File: config.mk
export PLATFORM = sky130hd
export DESIGN_NAME = fifo_wr_arbiter
export DESIGN_NICKNAME = d
export VERILOG_FILES = /design/src/rtl/fifo_wr_arbiter.sv
export SDC_FILE = /design/constraint.sdc
export NUM_CORES = 1
export LEC_CHECK = 0
export ABC_AREA = 1
export CORE_UTILIZATION = 38
export CTS_CLUSTER_DIAMETER = 120
export DETAILED_ROUTE_END_ITERATION = 6
export HOLD_SLACK_MARGIN = 0.05
export PLACE_DENSITY_LB_ADDON = 0.05
export SLEW_MARGIN = 5
export SYNTH_ARGS = -nofsm -noshare
export SYNTH_HDL_FRONTEND = slang
export SYNTH_SLANG_ARGS = --single-unit
File: constraint.sdc
create_clock -name clk -period 2.37 [get_ports clk]
set_clock_uncertainty 0.1 [all_clocks]
set_input_delay 0.474 -clock clk [delete_from_list [all_inputs] [get_ports clk]]
set_output_delay 0.474 -clock clk [all_outputs]
set_load 0.005 [all_outputs]
File: src/rtl/fifo_wr_arbiter.sv
// Round-robin arbiter sharing one fifo write port among NUM_REQ producers.
// Grant rotates after MAX_BURST words or when the owner drops valid.
module fifo_wr_arbiter #(
   parameter int NUM_REQ    = 4,
   parameter int DATA_WIDTH = 8,
   parameter int MAX_BURST  = 4,
   parameter int ID_WIDTH   = (NUM_REQ > 1) ? $clog2(NUM_REQ) : 1
) (
   input  logic                          clk,
   input  logic                          rst,
   input  logic [NUM_REQ-1:0]            req_valid,
   input  logic [NUM_REQ*DATA_WIDTH-1:0] req_data,
   output logic [NUM_REQ-1:0]            req_ready,
   output logic                          fifo_wr_en,
   output logic [DATA_WIDTH-1:0]         fifo_din,
   input  logic                          fifo_full,
   output logic                          grant_active,
   output logic [ID_WIDTH-1:0]           grant_id
);

   localparam int CW = $clog2(MAX_BURST + 1);
   localparam logic [CW-1:0] LAST = CW'(MAX_BURST - 1);

   typedef enum logic {IDLE, GRANT} state_t;

   state_t              state_q, state_d;
   logic [ID_WIDTH-1:0] owner_q, owner_d;
   logic [ID_WIDTH-1:0] rr_ptr_q, rr_ptr_d;
   logic [CW-1:0]       burst_q, burst_d;

   logic                xfer;
   logic                own_valid;
   logic [ID_WIDTH-1:0] nxt_ptr;
   logic [ID_WIDTH:0]   win_idle;
   logic [ID_WIDTH:0]   win_rel;
   logic                release_w;

   // First valid requester at or after pointer p, wrapping; MSB = found.
   function automatic logic [ID_WIDTH:0] pick(
      input logic [NUM_REQ-1:0]  v,
      input logic [ID_WIDTH-1:0] p
   );
      logic [ID_WIDTH:0] r;
      int                idx;
      r = '0;
      for (int k = NUM_REQ - 1; k >= 0; k--) begin
         idx = (int'(p) + k) % NUM_REQ;
         if (v[idx]) r = {1'b1, ID_WIDTH'(idx)};
      end
      return r;
   endfunction

   assign grant_active = (state_q == GRANT);
   assign grant_id     = owner_q;
   assign own_valid    = req_valid[owner_q];
   assign nxt_ptr      = ID_WIDTH'((int'(owner_q) + 1) % NUM_REQ);
   assign win_idle     = pick(req_valid, rr_ptr_q);
   assign win_rel      = pick(req_valid, nxt_ptr);

   // Write datapath driven from the registered grant; silenced in reset.
   always_comb begin
      req_ready  = '0;
      fifo_wr_en = 1'b0;
      fifo_din   = '0;
      xfer       = 1'b0;
      if (grant_active) begin
         fifo_din = req_data[int'(owner_q)*DATA_WIDTH +: DATA_WIDTH];
      end
      if (grant_active && !rst) begin
         req_ready[owner_q] = !fifo_full;
         xfer               = own_valid && !fifo_full;
         fifo_wr_en         = xfer;
      end
   end

   // Next grant: burst counting, release and zero-bubble hand-over.
   always_comb begin
      state_d   = state_q;
      owner_d   = owner_q;
      rr_ptr_d  = rr_ptr_q;
      burst_d   = burst_q;
      release_w = 1'b0;
      unique case (state_q)
         IDLE: begin
            if (win_idle[ID_WIDTH]) begin
               state_d = GRANT;
               owner_d = win_idle[ID_WIDTH-1:0];
               burst_d = '0;
            end
         end
         GRANT: begin
            if (xfer) begin
               burst_d = burst_q + CW'(1);
               if (burst_q == LAST) release_w = 1'b1;
            end else if (!own_valid) begin
               release_w = 1'b1;
            end
            if (release_w) begin
               rr_ptr_d = nxt_ptr;
               burst_d  = '0;
               if (win_rel[ID_WIDTH]) begin
                  owner_d = win_rel[ID_WIDTH-1:0];
               end else begin
                  state_d = IDLE;
               end
            end
         end
         default: state_d = IDLE;
      endcase
   end

   // State registers with synchronous reset.
   always_ff @(posedge clk) begin
      if (rst) begin
         state_q  <= IDLE;
         owner_q  <= '0;
         rr_ptr_q <= '0;
         burst_q  <= '0;
      end else begin
         state_q  <= state_d;
         owner_q  <= owner_d;
         rr_ptr_q <= rr_ptr_d;
         burst_q  <= burst_d;
      end
   end

endmodule

-- Yosys cells after proc, flatten, opt, wreduce, memory -nomap -nowiden
Index checks and enable logic that the tools add are counted.
- bits in registers: 8
- latch bits: 0
- memory bits (writable): 0
- memory bits (read-only): 0
- bits of input ports: 39
- output and inout port bits: 16
- word-level logic and storage cells: 103
- memories: 0
- add/sub/neg operators: 8
- multiply operators: 0
- div/mod/pow operators: 0
- order comparisons: 10
- eq/ne operators: 5
- shift-type cells: 1
- mux-type cells: 53
- bitwise logic cells: 8
- reductions and logical operators: 14
- operators by type and width (kind ; count):
    two-way mux 3 bit ; 11
    variable part select 32 x 6 -> 8 bit ; 1
    less-than comparator 3 x 4 -> 1 bit (second input constant) ; 6
    two-way mux 1 bit ; 24
    binary-select mux 1 bit (select 2 bit) ; 9
    OR reduction 2 bit ; 6
    less-than comparator 2 x 3 -> 1 bit (second input constant) ; 3
    adder 2 bit (second input constant) ; 4
    two-way mux 8 bit ; 1
    adder 2 x 1 -> 2 bit (second input constant) ; 3
    bitwise AND 1 bit (first input constant) ; 6
    two-way mux 2 bit ; 3
    one-hot mux 3 bit (2 select lines) ; 1
    bitwise AND 4 bit ; 1
    two-way mux 4 bit ; 1
    != test 2 x 1 -> 1 bit (second input constant) ; 2
    one-hot mux 2 bit (2 select lines) ; 1
    AND reduction 2 bit ; 2
    adder 3 x 1 -> 3 bit (second input constant) ; 1
    == test 3 x 2 -> 1 bit (second input constant) ; 1
    logical AND 1 bit ; 3
    != test 3 x 2 -> 1 bit (second input constant) ; 1
    AND reduction 3 bit ; 1
    demux 1 bit (select 2 bit) ; 1
    other kinds (5) ; 6

-- Logic depth before layout (Yosys ltp)
Gate-level depths: netlist (run 1).
- depth in word-level cells: 14
- mapped depth: 16
- mapped depth without buffers: 14

-- Worst setup path after synthesis (run 1)
No wires, ideal clock.
- kind: flip-flop to flip-flop
- start: register owner_q[0] (netlist: grant_id[0])
- end: register owner_q[0] (netlist: grant_id[0])
- data arrival time: 2071 ps
- required time: 2155 ps
- slack: 85 ps
- cell stages (with the launch flop): 17
- clock period less this slack: 2285 ps
- cell sequence: dfxtp_1 inv_2 buf_6 clkbuf_1 ha_1 inv_1 nand2_1 nand2_1 inv_1 nand2_1 nand2_1 nand3_1 nand2_1 nor2_2 nand2_1 nor2_1 nor2_1
- word-level cells in the longest chain between the ends: 12
- elaborated cells on any way between the ends: 32
- those cells by class: add/sub: 4; eq/ne: 2; mux: 24; reduce/logical: 2
- RTL lines (item ; RTL line ; RTL):
    start: declaration ; 27 ; logic [ID_WIDTH-1:0] owner_q, owner_d;
    start signal: assignment ; 121 ; owner_q <= owner_d;
    adder 2 x 1 -> 2 bit * ; 56 ; assign nxt_ptr = ID_WIDTH'((int'(owner_q) + 1) % NUM_REQ);
    net nxt_ptr[0] ; 33 ; logic [ID_WIDTH-1:0] nxt_ptr;
    adder 2 bit ; 47 ; idx = (int'(p) + k) % NUM_REQ;
    binary-select mux 1 bit (select 2 bit) ; 48 ; if (v[idx]) r = {1'b1, ID_WIDTH'(idx)};
    two-way mux 1 bit (implied by the code) (2 in a row) ; 48 ;
    two-way mux 3 bit (3 in a row) ; 48 ;
    two-way mux 3 bit * ; 48 ;
    two-way mux 2 bit ; 101 ; if (win_rel[ID_WIDTH]) begin
    two-way mux 2 bit ; 98 ; if (release_w) begin
    one-hot mux 2 bit (2 select lines) ; 83 ; unique case (state_q)
The timed path passes the listed nets; every way through them passes the cells marked *. The select of a mux whose other input is x is not followed.
A chain may end at the register's enable or synchronous reset.

-- Worst setup path in the final report (run 1)
- start: input req_valid[3]
- end: output fifo_wr_en
- word-level cells in the longest chain between the ends: 4
- RTL lines (item ; RTL line ; RTL):
    start: declaration ; 11 ; input logic [NUM_REQ-1:0] req_valid,
    binary-select mux 1 bit (select 2 bit) ; 55 ; assign own_valid = req_valid[owner_q];
    two-way mux 1 bit (implied by the code) ; 55 ;
    logical AND 1 bit ; 71 ; xfer = own_valid && !fifo_full;
    two-way mux 1 bit ; 69 ; if (grant_active && !rst) begin
    end: declaration ; 14 ; output logic fifo_wr_en,
No other way between the ends. The select of a mux whose other input is x is not followed.

==> impl_metrics.yaml, run 1 <==
outcome:
  status: "finished, final reports clean"
hold_path:
  min_to: "burst_q[2]"
  hp-class: "flip-flop to flip-flop"
  holdPathStages: 2
  min-delay-start: "burst_q[2]"
clock_tree:
  clk_pin_slew_worst_paths_ns: 0.05
  clk_latency_ns: 0.25
  cts_sinks: 8
  cts_max_level: 1
  root_buffer: "clkbuf_4"
  numCtsBuffers: 3
  cts_tree: "built"
  hold_buffers: 0
  ctsLongestPathBuffers: 2
finish:
  nets: 339
  final_common_cell: "nand2_1"
  syn_to_final_growth_pct: 55.2
  diodes: 0
  drive_gt1_share_pct: 13.7
  layout_common_cells: "58 x nand2_1, 46 x nor2_1, 41 x clkdlybuf4s50_1"
  fillCellCount: 334
  post-route-util_pct: 62.0
worst_setup_path:
  cpMaxStageDelayCell: "clkdlybuf4s50_1"
  rr_startpoint: "grant_id[1]"
  critPathRequiredTime_ns: 1.80
  r2r_slack_ns: 0.27
  crit_buf_inv: 3
  path_cells: "clkdlybuf4s50_1, nand2_1, nand3_1, and2_4, inv_1, nor2_1, dlygate4sd2_1"
  startpoint: "req_valid[3]"
  cp-end-kind: "primary output"
  arrival_ns: 1.64
  reg2reg_depth: 14
  critical_path_class: "input pin to primary output"
  crit_path_start_kind: "input pin"
  worstPathMaxFanout: 3
  max_stage_delay_ns: 0.49
  rr_endpoint: "grant_id[0]"
  critical-path-top-delay-family: "buffers and inverters"
power_and_ir_drop:
  finalPower_w: 0.00161
  vdd_drop_max_uv: 343
  powerDensity_nw_per_um2: 851
  p_leak_nw: 1.00
die:
  fp.coreArea_sq_um: 3050
  io_pins: 55
  fp.dieW_um: 58.6
  die_area_sq_um: 3440
  start_util_pct: 39.9
  die_h_um: 58.6
  rows: 20
sta:
  rsz0062_at_grt: "false"
  period_share_pct: 93.4
  max_freq_ghz: 0.452
  final.min_clock_period_ns: 2.21
  setup_viol: 0
  worst_slack_ns: 0.155
  slew_headroom_pct: 69.6
  drv_slew: 0
  hold_violations: 0
  whs_ns: 0.386
  worst_pin_slew_ns: 0.455
grt:
  overflow: 0
  grt_pass1_wl_um: 6130
  antenna_found_initial: 0
  grt_use_total_pct: 22.5
  grt_start_max_net_pins: 15
  grt_pass1_vias: 1376
drt:
  drt-total-wl_um: 3700
  first_iter_violations: 69
  wire_per_inst_um: 11.0
  drtAntennaViolNets: 0
  vias: 1567
  routed_via_density: 4.66
  drt_pre_antenna_iters: 4
  drc: 0
synthesis:
  avgSynthCellArea_sq_um: 5.32
  synth_nets: 274
  syn_inst: 229
  synth-seq-cells: 8
  yosysWarnings: 0
  synth-seq-area-share_pct: 13.1
  ys_types: 23
  syn_area_sq_um: 1220
placed_design:
  port_buffers: 54
  gp_congestion: 0.856
  dp_hpwl_um: 2960
  dpl_worst_slack_ns: -0.148
job:
  drv_cap: 0
layout make-up:
type	instances	area, sq um	share of cell area [%]
inverter	24	95.1	5.03
clock buffer	3	22.5	1.19
multi-input combinational	189	915	48.3
sequential	8	160	8.47
tap	44	55.1	2.91
timing repair buffer	68	644	34.1
cells in the mapped netlist:
cell	n	share of area, %
nand2_2	6	3.1
o21ai_1	1	0.41
inv_1	19	5.9
nand3b_1	1	0.62
inv_4	1	0.51
nor2_1	47	14
nor2_2	3	1.5
ha_1	6	6.2
buf_2	3	1.2
and2_1	2	1.0
o21ai_0	18	7.4
and2_2	1	0.62
nand2_4	2	1.8
inv_2	4	1.2
dfxtp_1	8	13
nand2_1	58	18
nand3_1	21	8.6
a31oi_1	1	0.51
clkbuf_1	2	0.62
buf_6	3	2.8
nand3_2	3	2.5
a21oi_1	17	7.0
or2_1	2	1.0
how the worst max path moves through the flow:
stage	to	slack [ns]	depth (start not counted)
4_1_cts	fifo_din[7]	0.0005	6
3_5_place_dp	fifo_wr_en	-0.15	7
2_1_floorplan	grant_id[0]	0.08	16
3_3_place_gp	fifo_wr_en	-0.14	7
5_1_grt	fifo_wr_en	0.03	7
6_report	fifo_wr_en	0.16	7
through the flow:
step | std cells | instance area (sq um) | TNS (ns)
floorplan | 229 | 1220 | 0
global placement | 333 | 1860 | -0.347
detailed placement | 333 | 1860 | -0.381
CTS | 336 | 1880 | 0
global route | 336 | 1890 | 0
finish | 336 | 1890 | 0
worst min-delay path, stage by stage (launching register included):
cell	delay, ns
dfxtp_1	0.32
a21oi_1	0.04
nor2_1	0.09
report_power, final:
group | leakage (nW) | total, W | switching (W) | internal (W)
clock | 0.0138 | 0.000101 | 0.0000429 | 0.0000577
combinational | 0.920 | 0.00127 | 0.000719 | 0.000548
sequential | 0.0661 | 0.000242 | 0.0000591 | 0.000183
layer usage:
layer / vias up / GRT usage, % / part of all wire, % / wire length (um)
met3: 2 / 2.64 / 3.4 / 127
met4: 0 / 1.70 / 0.46 / 17
li1: 860 / - / - / -
met5: - / 0 / 0 / 0
met1: 671 / 31.7 / 50 / 1850
met2: 34 / 38.3 / 46 / 1700
cell families (layout without fill, tap and decap cells):
group | Yosys count | in the layout | share of synthesized area [%]
buffers and inverters | 32 | 95 | 12.2
and+or+nand+nor | 146 | 146 | 53.2
DFF | 8 | 8 | 13.1
adders and majority gates | 6 | 6 | 6.16
AOI/OAI and AO/OA | 37 | 37 | 15.3
flip-flops by register name (all words and copies together) (netlist names):
register / flops
burst_q: 3
grant_active: 1
grant_id: 2
rr_ptr_q: 2
what timing repair did:
action	4_1_cts	5_1_grt
buffers inserted	0	0
pin swaps	0	1
gates resized for setup	12	5
setup endpoints to repair	9	4
Power figures use the tool's default switching activity.
==> inputs of run 2 (changes only) <==
Settings changed: TNS_END_PERCENT set to 10.
==> impl_metrics.yaml, run 2 (same netlist as run 1, synthesis figures left out) <==
die:
  rows: 20
  die_h_um: 58.6
  fp.coreArea_sq_um: 3050
  start_util_pct: 39.9
  fp.dieW_um: 58.6
  die_area_sq_um: 3440
  io_pins: 55
sta:
  setup_tns_ns: -0.0115
  drv_slew: 0
  period_share_pct: 100
  slew_headroom_pct: 69.6
  setup_viol: 1
  rsz0062_at_grt: "true"
  worst_pin_slew_ns: 0.455
  final.min_clock_period_ns: 2.38
  hold_violations: 0
  max_freq_ghz: 0.420
  worst_slack_ns: -0.0115
power_and_ir_drop:
  finalPower_w: 0.00161
  p_leak_nw: 1.01
  vdd_drop_max_uv: 345
  powerDensity_nw_per_um2: 850
finish:
  layout_common_cells: "58 x nand2_1, 46 x nor2_1, 42 x clkdlybuf4s50_1"
  largest_reg_flops: 3
  diodes: 0
  drive_gt1_share_pct: 14.0
  largest-register: "burst_q"
  fillCellCount: 331
  finalInstanceArea_sq_um: 1900
  multi_input_area_sq_um: 915
  final_common_cell: "nand2_1"
  syn_to_final_growth_pct: 55.7
  nets: 339
  post-route-util_pct: 62.2
  register_area_sq_um: 161
grt:
  grt_pass1_vias: 1376
  antenna_found_initial: 0
  grt_pass1_wl_um: 6130
  grt_start_max_net_pins: 15
  overflow: 0
  grt_use_total_pct: 22.5
worst_setup_path:
  worstPathMaxFanout: 6
  cp-end-kind: "primary output"
  crit_path_start_kind: "input pin"
  arrival_ns: 1.81
  critical_path_class: "input pin to primary output"
  critPathRequiredTime_ns: 1.80
placed_design:
  gp_congestion: 0.856
  dp_hpwl_um: 2960
  place_area_sq_um: 1860
  dpl_worst_slack_ns: -0.148
  port_buffers: 54
drt:
  drt-total-wl_um: 3710
  first_iter_violations: 73
  drtAntennaViolNets: 0
  drc: 0
  drt_pre_antenna_iters: 4
  vias: 1562
  routed_via_density: 4.65
  wire_per_inst_um: 11.0
clock_tree:
  clk_latency_ns: 0.25
  cts_tree: "built"
  clk_pin_slew_worst_paths_ns: 0.05
  ctsLongestPathBuffers: 2
  cts_max_level: 1
  postCtsSetupBuffers: 0
  root_buffer: "clkbuf_4"
  numCtsBuffers: 3
  hold_buffers: 0
  cts_sinks: 8
outcome:
  violations: "setup timing"
  status: "finished with violations"
hold_path:
  hp-class: "flip-flop to flip-flop"
job:
  drv_cap: 0
run 2: changes by cell type in the layout (fill, tap and decap cells not counted):
cell,change
dlygate4sd2_1,-2
clkdlybuf4s50_1,+1
dfxtp_1,-1
dfxtp_2,+1
dlymetal6s2s_1,+1
run 2: final cells by class:
class | count | share of cell area [%]
Tap cell | 44 | 2.90
Clock buffer | 3 | 1.19
Sequential cell | 8 | 8.50
Timing Repair Buffer | 68 | 34.2
Multi-Input combinational cell | 189 | 48.2
Inverter | 24 | 5.01
run 2: routing by layer:
metal	track usage, %	part of all wire, %	up-vias
met5	0	0	-
met4	1.70	0.43	0
met3	2.64	3.1	2
met2	38.3	46	32
met1	31.7	50	667
li1	-	-	861
run 2: critical path, cell delays in order:
cell and delay [ns]:
clkdlybuf4s50_1 0.43, inv_1 0.08, nand2_1 0.06, nor2_2 0.11
inv_2 0.07, nor2_1 0.09, clkdlybuf4s50_1 0.50
run 2: timing repair:
item                                    4_1_cts  5_1_grt
endpoints found under the setup margin        9        6
gates resized for setup                      10        7
pin swaps                                     0        1
cloned                                        0        0
run 2: power breakdown:
| group | switching (W) | total, W | internal, W | leakage (nW) |
|---|---|---|---|---|
| Sequential | 0.0000591 | 0.000244 | 0.000184 | 0.0664 |
| Combinational | 0.000720 | 0.00127 | 0.000549 | 0.929 |
| Clock | 0.0000429 | 0.000101 | 0.0000577 | 0.0138 |
| Total | 0.000822 | 0.00161 | 0.000792 | 1.01 |
run 2: path summary, 6_finish.rpt:
path                            slack (ns)      endpoint  cells past startpoint   startpoint
worst min register to register        0.39    burst_q[2]                      2   burst_q[2]
worst min-delay path                  0.39    burst_q[2]                      2   burst_q[2]
worst max register to register        0.27   grant_id[0]                     14  grant_id[1]
worst max-delay path                 -0.01  req_ready[2]                      7          rst
run 2: through the flow:
step                hold WS (ns)  std cells
CTS                        0.395        336
global placement           0.366        333
finish                     0.386        336
floorplan                  0.352        229
detailed placement         0.383        333
global route               0.418        336
